**src/rtl/i2c_arb_pkg.sv**
```systemverilog
// Shared types and constants for the I2C master arbiter.
//   arb_state_t     : sequencer state encoding
//   DEV_W/REG_W/DAT_W : command field widths
//   TIMEOUT_CYC_DEF : default watchdog limit (used with I2C_ARB_TIMEOUT_EN)
package i2c_arb_pkg;

    typedef enum logic [1:0] {
        ST_IDLE  = 2'd0,
        ST_ISSUE = 2'd1,
        ST_WAIT  = 2'd2,
        ST_RESP  = 2'd3
    } arb_state_t;

    localparam int DEV_W           = 7;
    localparam int REG_W           = 8;
    localparam int DAT_W           = 8;
    localparam int TMO_CNT_W       = 16;
    localparam int TIMEOUT_CYC_DEF = 65535;

endpackage

```
**src/rtl/i2c_rr_arbiter.sv**
```systemverilog
// Combinational round-robin pick.
//   req     : request vector
//   ptr     : index where the search starts (highest priority this round)
//   win     : one-hot winner (all zero when no request)
//   win_idx : index of the winner (0 when no request)
module i2c_rr_arbiter #(
    parameter int NUM_REQ = 4,
    parameter int PTR_W   = $clog2(NUM_REQ)
) (
    input  logic [NUM_REQ-1:0] req,
    input  logic [PTR_W-1:0]   ptr,
    output logic [NUM_REQ-1:0] win,
    output logic [PTR_W-1:0]   win_idx
);

    logic found;
    int   idx;

    always_comb begin
        win     = '0;
        win_idx = '0;
        found   = 1'b0;
        idx     = 0;
        for (int i = 0; i < NUM_REQ; i++) begin
            idx = int'(ptr) + i;
            if (idx >= NUM_REQ) begin
                idx = idx - NUM_REQ;
            end
            if (!found && req[idx]) begin
                found    = 1'b1;
                win[idx] = 1'b1;
                win_idx  = PTR_W'(idx);
            end
        end
    end

endmodule

```
**src/rtl/i2c_master_arbiter.sv**
```systemverilog
// Shares one I2C master command port between NUM_REQ requesters using a
// round-robin grant held for the whole transaction.
// Optional feature: define I2C_ARB_TIMEOUT_EN to add a WAIT-state watchdog
// that ends a stuck transaction with err=1 after TIMEOUT_CYC cycles.
// Ports:
//   clk, rst                       : clock, synchronous active-high reset
//   req/req_wr/req_dev/req_reg/req_wdata : per-requester command (flattened)
//   gnt, done                      : one-hot grant and completion pulse
//   rdata, err                     : read byte and NACK/timeout status
//   m_start, m_wr, m_dev, m_reg, m_wdata : command to the I2C master
//   m_busy, m_done, m_rdata, m_nack      : status from the I2C master
//
// state    | meaning
// ---------+-------------------------------------------------------------
// ST_IDLE  | arbitrate; capture winner fields onto m_* and raise gnt
// ST_ISSUE | wait for master idle, then strobe m_start
// ST_WAIT  | wait for m_done (or watchdog expiry)
// ST_RESP  | done pulse visible, gnt dropped; return to IDLE
module i2c_master_arbiter
    import i2c_arb_pkg::*;
#(
    parameter int NUM_REQ     = 4,
    parameter int TIMEOUT_CYC = TIMEOUT_CYC_DEF
) (
    input  logic                     clk,
    input  logic                     rst,
    input  logic [NUM_REQ-1:0]       req,
    input  logic [NUM_REQ-1:0]       req_wr,
    input  logic [NUM_REQ*DEV_W-1:0] req_dev,
    input  logic [NUM_REQ*REG_W-1:0] req_reg,
    input  logic [NUM_REQ*DAT_W-1:0] req_wdata,
    output logic [NUM_REQ-1:0]       gnt,
    output logic [NUM_REQ-1:0]       done,
    output logic [DAT_W-1:0]         rdata,
    output logic                     err,
    output logic                     m_start,
    output logic                     m_wr,
    output logic [DEV_W-1:0]         m_dev,
    output logic [REG_W-1:0]         m_reg,
    output logic [DAT_W-1:0]         m_wdata,
    input  logic                     m_busy,
    input  logic                     m_done,
    input  logic [DAT_W-1:0]         m_rdata,
    input  logic                     m_nack
);

    localparam int PTR_W = $clog2(NUM_REQ);

    if (NUM_REQ < 2 || NUM_REQ > 8 || TIMEOUT_CYC < 1 || TIMEOUT_CYC > 65535) begin : g_param_check
        $error("i2c_master_arbiter: parameter out of range");
    end

    arb_state_t           state_q,   state_d;
    logic [NUM_REQ-1:0]   gnt_q,     gnt_d;
    logic [NUM_REQ-1:0]   done_q,    done_d;
    logic [DAT_W-1:0]     rdata_q,   rdata_d;
    logic                 err_q,     err_d;
    logic                 m_start_q, m_start_d;
    logic                 m_wr_q,    m_wr_d;
    logic [DEV_W-1:0]     m_dev_q,   m_dev_d;
    logic [REG_W-1:0]     m_reg_q,   m_reg_d;
    logic [DAT_W-1:0]     m_wdata_q, m_wdata_d;
    logic [PTR_W-1:0]     ptr_q,     ptr_d;
    logic [PTR_W-1:0]     win_idx_q, win_idx_d;
    logic [NUM_REQ-1:0]   win;
    logic [PTR_W-1:0]     win_idx;
    logic                 txn_end;
`ifdef I2C_ARB_TIMEOUT_EN
    logic [TMO_CNT_W-1:0] tmo_cnt_q, tmo_cnt_d;
`endif

    i2c_rr_arbiter #(
        .NUM_REQ (NUM_REQ),
        .PTR_W   (PTR_W)
    ) u_rr (
        .req     (req),
        .ptr     (ptr_q),
        .win     (win),
        .win_idx (win_idx)
    );

    always_comb begin
        state_d   = state_q;
        gnt_d     = gnt_q;
        done_d    = '0;
        rdata_d   = rdata_q;
        err_d     = err_q;
        m_start_d = 1'b0;
        m_wr_d    = m_wr_q;
        m_dev_d   = m_dev_q;
        m_reg_d   = m_reg_q;
        m_wdata_d = m_wdata_q;
        ptr_d     = ptr_q;
        win_idx_d = win_idx_q;
        txn_end   = 1'b0;
`ifdef I2C_ARB_TIMEOUT_EN
        tmo_cnt_d = tmo_cnt_q;
`endif
        unique case (state_q)
            ST_IDLE: begin
                if (|req) begin
                    gnt_d     = win;
                    win_idx_d = win_idx;
                    m_wr_d    = req_wr[win_idx];
                    m_dev_d   = req_dev[int'(win_idx)*DEV_W +: DEV_W];
                    m_reg_d   = req_reg[int'(win_idx)*REG_W +: REG_W];
                    m_wdata_d = req_wdata[int'(win_idx)*DAT_W +: DAT_W];
                    state_d   = ST_ISSUE;
                end
            end
            ST_ISSUE: begin
                if (!m_busy) begin
                    m_start_d = 1'b1;
                    state_d   = ST_WAIT;
`ifdef I2C_ARB_TIMEOUT_EN
                    tmo_cnt_d = '0;
`endif
                end
            end
            ST_WAIT: begin
                if (m_done) begin
                    // a write leaves the last read byte in place
                    if (!m_wr_q) begin
                        rdata_d = m_rdata;
                    end
                    err_d   = m_nack;
                    txn_end = 1'b1;
                end
`ifdef I2C_ARB_TIMEOUT_EN
                else if (tmo_cnt_q == TMO_CNT_W'(TIMEOUT_CYC)) begin
                    err_d   = 1'b1;
                    txn_end = 1'b1;
                end else begin
                    tmo_cnt_d = tmo_cnt_q + 1'b1;
                end
`endif
                // done/gnt are registered, so they change as RESP is entered
                if (txn_end) begin
                    done_d  = gnt_q;
                    gnt_d   = '0;
                    ptr_d   = (win_idx_q == PTR_W'(NUM_REQ - 1)) ? '0 : win_idx_q + PTR_W'(1);
                    state_d = ST_RESP;
                end
            end
            ST_RESP: begin
                state_d = ST_IDLE;
            end
            default: begin
                state_d = ST_IDLE;
            end
        endcase
    end

    always_ff @(posedge clk) begin
        if (rst) begin
            state_q   <= ST_IDLE;
            gnt_q     <= '0;
            done_q    <= '0;
            rdata_q   <= '0;
            err_q     <= 1'b0;
            m_start_q <= 1'b0;
            m_wr_q    <= 1'b0;
            m_dev_q   <= '0;
            m_reg_q   <= '0;
            m_wdata_q <= '0;
            ptr_q     <= '0;
            win_idx_q <= '0;
`ifdef I2C_ARB_TIMEOUT_EN
            tmo_cnt_q <= '0;
`endif
        end else begin
            state_q   <= state_d;
            gnt_q     <= gnt_d;
            done_q    <= done_d;
            rdata_q   <= rdata_d;
            err_q     <= err_d;
            m_start_q <= m_start_d;
            m_wr_q    <= m_wr_d;
            m_dev_q   <= m_dev_d;
            m_reg_q   <= m_reg_d;
            m_wdata_q <= m_wdata_d;
            ptr_q     <= ptr_d;
            win_idx_q <= win_idx_d;
`ifdef I2C_ARB_TIMEOUT_EN
            tmo_cnt_q <= tmo_cnt_d;
`endif
        end
    end

    assign gnt     = gnt_q;
    assign done    = done_q;
    assign rdata   = rdata_q;
    assign err     = err_q;
    assign m_start = m_start_q;
    assign m_wr    = m_wr_q;
    assign m_dev   = m_dev_q;
    assign m_reg   = m_reg_q;
    assign m_wdata = m_wdata_q;

endmodule

```
**config.mk**
```make
export PLATFORM = sky130hd
export DESIGN_NAME = i2c_master_arbiter
export DESIGN_NICKNAME = d
export VERILOG_FILES = /design/src/rtl/i2c_arb_pkg.sv /design/src/rtl/i2c_rr_arbiter.sv /design/src/rtl/i2c_master_arbiter.sv
export SDC_FILE = /design/constraint.sdc
export NUM_CORES = 1
export LEC_CHECK = 0
export CELL_PAD_IN_SITES_DETAIL_PLACEMENT = 1
export CELL_PAD_IN_SITES_GLOBAL_PLACEMENT = 1
export CORE_MARGIN = 1
export CORE_UTILIZATION = 30
export DETAILED_ROUTE_END_ITERATION = 7
export PLACE_DENSITY = 0.95
export SLEW_MARGIN = 20
export SYNTH_ARGS = -nofsm -noshare
export SYNTH_HDL_FRONTEND = slang
export SYNTH_SLANG_ARGS = --single-unit
```
**constraint.sdc**
```tcl
create_clock -name clk -period 4.9 [get_ports clk]
set_clock_uncertainty 0.2 [all_clocks]
set_input_delay 0.49 -clock clk [delete_from_list [all_inputs] [get_ports clk]]
set_output_delay 0.49 -clock clk [all_outputs]
set_load 0.02 [all_outputs]
```
==> metrics <==
Crit Path Max Fanout 24; nets 567; H-tree levels 2; clock sink total 48; gp weighted congestion 0.814; R2R Path Start ptr_q[0]$_SDFFE_PP0P_; final setup fails 0; fraction of synthesized area in multiplexers 0.218; setup TNS 0 ns; Clock Latency Late Sink 0.29 ns; CTS tree yes; Setup crit end kind register; Power Total 1.81 mW; leading cell types by count after synthesis mux2i_1 (53), dfxtp_1 (48), nand2_1 (48); reg2reg path depth 8; dominant cells by area after synthesis dfxtp_1 (33%), mux2i_1 (18%), o221ai_1 (7.3%), nand2_1 (6.3%), ha_1 (4.3%); Synth Area per Inst 9.50 sq um; gr ovfl total 0; Met2 Wirelength 5.45 mm; Simple-Gate Fraction of Synth Area 0.161; # resized after CTS 0; main combinational cell family by area after synthesis multiplexers; Num CTS Buffers 5; Synth Area in XOR/XNOR 0; initial antenna violation count 0; detailed placement HPWL 8.26 mm; total global-route track usage 0.198; Clock transition at path regs 0.09 ns; number of hold buffers added after cts 0; FF-to-FF setup slack 0.84 ns; crit path launch type register; die height 100 um; Slew HR 0.299; critical path type register to register; Adder-Cell Fraction of Synth Area 0.0435; DRC Markers 0; pin count of the biggest net entering global routing 25; pre-CTS WS 0.829 ns; Reg-to-Reg End m_wdata[5]$_SDFFE_PP0P_; WL/cell 17.9 um; top cell type's share of synthesized area 0.334; setup bufs post-CTS 0; number of fill cells 1090; share of cells above drive strength 1 0.0607; Post-synth top flop dfxtp_1; Layout area overhead 56.0%; max-cap violation count 0; class of the worst hold path register to register; final worst slack 0.844 ns; via count 2909; vias in the first global route 3096; minimum clock period 4.06 ns; Worst EP arrival 4.00 ns; total wire length 10.3 mm; I/O Buffers 154; outcome completed; M1 WL 3.82 mm; Design Area, Final 4490 sq um; RSZ-0062 raised after global routing no; YS warnings 0; Final Hold Vio Count 0; period utilization 0.828; row count 35; vias per cell 5.07; io pins 155; Max clock buf depth 2; flip-flop and latch count after synthesis 48; drt pass-1 iters 4; post-synthesis sequential area ratio 0.334; Starting Density 0.310; worst setup path start ptr_q[0]$_SDFFE_PP0P_; Met3 Routed Length 726 um; EDFF count, synth 0; Peak VDD IR 0.255 mV; Iter 0 DRT Violations 68; die area 9990 sq um; Synth Area in Compound Gates 0.166; syn_nets 426; Fmax 247 MHz; Worst Tran Pin Value 1.05 ns; hold path start rdata[0]$_SDFFE_PP0P_; worst hold path cell count 2; Synth Instances 303; PD cells 403 nW/um^2; post-route ant nets 0; Root Buffer clkbuf_8; synth unique cells 47; netlist area before placement 2880 sq um; Leak 1.79 nW; max layer used met4; Placed Area 4400 sq um; Final Max Slew Viols 0; Worst Setup EP m_wdata[5]$_SDFFE_PP0P_; area leader, netlist dfxtp_1; n_diodes 0; Async SR Flop Fraction 0; Core Region 9280 sq um; required time worst endpoint 4.85 ns; most frequent cell after synthesis mux2i_1; DIE WIDTH 100 um; first-pass GRT wire length 15.4 mm; final hold slack 0.267 ns
## layout make-up
| type | instances | area [sq um] | share of cell area |
|---|---|---|---|
| multi-input cells | 228 | 1700 | 0.379 |
| repair buffers | 156 | 1560 | 0.347 |
| flip-flops and latches | 48 | 961 | 0.214 |
| well taps | 129 | 161 | 0.0359 |
| clock buffers | 7 | 86.3 | 0.0192 |
| inverters | 5 | 18.8 | 0.00418 |
| clock inverters | 1 | 7.51 | 0.00167 |
## where the power goes
part           leakage, nW  total [mW]  internal, mW  switching, mW
sequential           0.393       0.592         0.511         0.0810
combinational         1.35       0.967         0.465          0.503
clock               0.0445       0.253         0.115          0.138
## critical path, stage by stage, from the launching register on
cell	delay (ns)
dfxtp_1	0.73
inv_1	0.27
ha_1	0.59
mux2_2	0.41
a211oi_2	0.25
or3_2	0.61
buf_4	0.41
mux2i_1	0.28
o221ai_1	0.15
## worst min path at each step
stage / endpoint / slack [ns]
after global routing: rdata[0]$_SDFFE_PP0P_ / 0.30
after global placement: rdata[3]$_SDFFE_PP0P_ / 0.24
final: rdata[0]$_SDFFE_PP0P_ / 0.27
after floorplan: win_idx_q[1]$_SDFFE_PP0P_ / 0.28
after CTS: rdata[0]$_SDFFE_PP0P_ / 0.27
after detailed placement: rdata[0]$_SDFFE_PP0P_ / 0.26
## layer usage
layer  track usage  up-vias
met3        0.0592       20
met4        0.0633        0
li1              -     1393
met5             0        -
met1         0.206     1381
met2         0.376      115
## logic make-up after synthesis
group,count (synthesis)
flip-flops,48
multiplexers,59
AO/OA/AOI/OAI,61
buffers and inverters,27
AND/OR/NAND/NOR,98
adder cells (fa/ha/maj),10
## through the flow
stage | cells | util
finish | 574 | 0.484
floorplan | 303 | -
global route | 574 | 0.484
global placement | 566 | 0.474
detailed placement | 566 | 0.474
CTS | 574 | 0.484
## layout by cell type (no fill, tap or decap), types with 2 or more instances in the layout
cell type,synthesis,final
and2_1,8,8
nor2_1,16,15
inv_1,5,5
a221oi_1,5,5
nand2_1,48,48
mux2i_1,53,53
a22o_2,4,4
or2b_1,2,2
clkbuf_8,0,6
and2b_2,2,2
nor3b_1,2,2
buf_4,3,2
nor2b_1,2,2
nor3_1,3,3
a211oi_1,3,3
nand3_1,4,4
dfxtp_1,48,48
ha_1,10,10
or2_2,2,2
nand3b_1,3,3
clkdlybuf4s50_1,0,154
a21oi_1,13,13
o21ai_0,4,4
mux2_2,3,3
o221ai_1,24,24
Note: power is estimated with default switching activity, not from simulation.
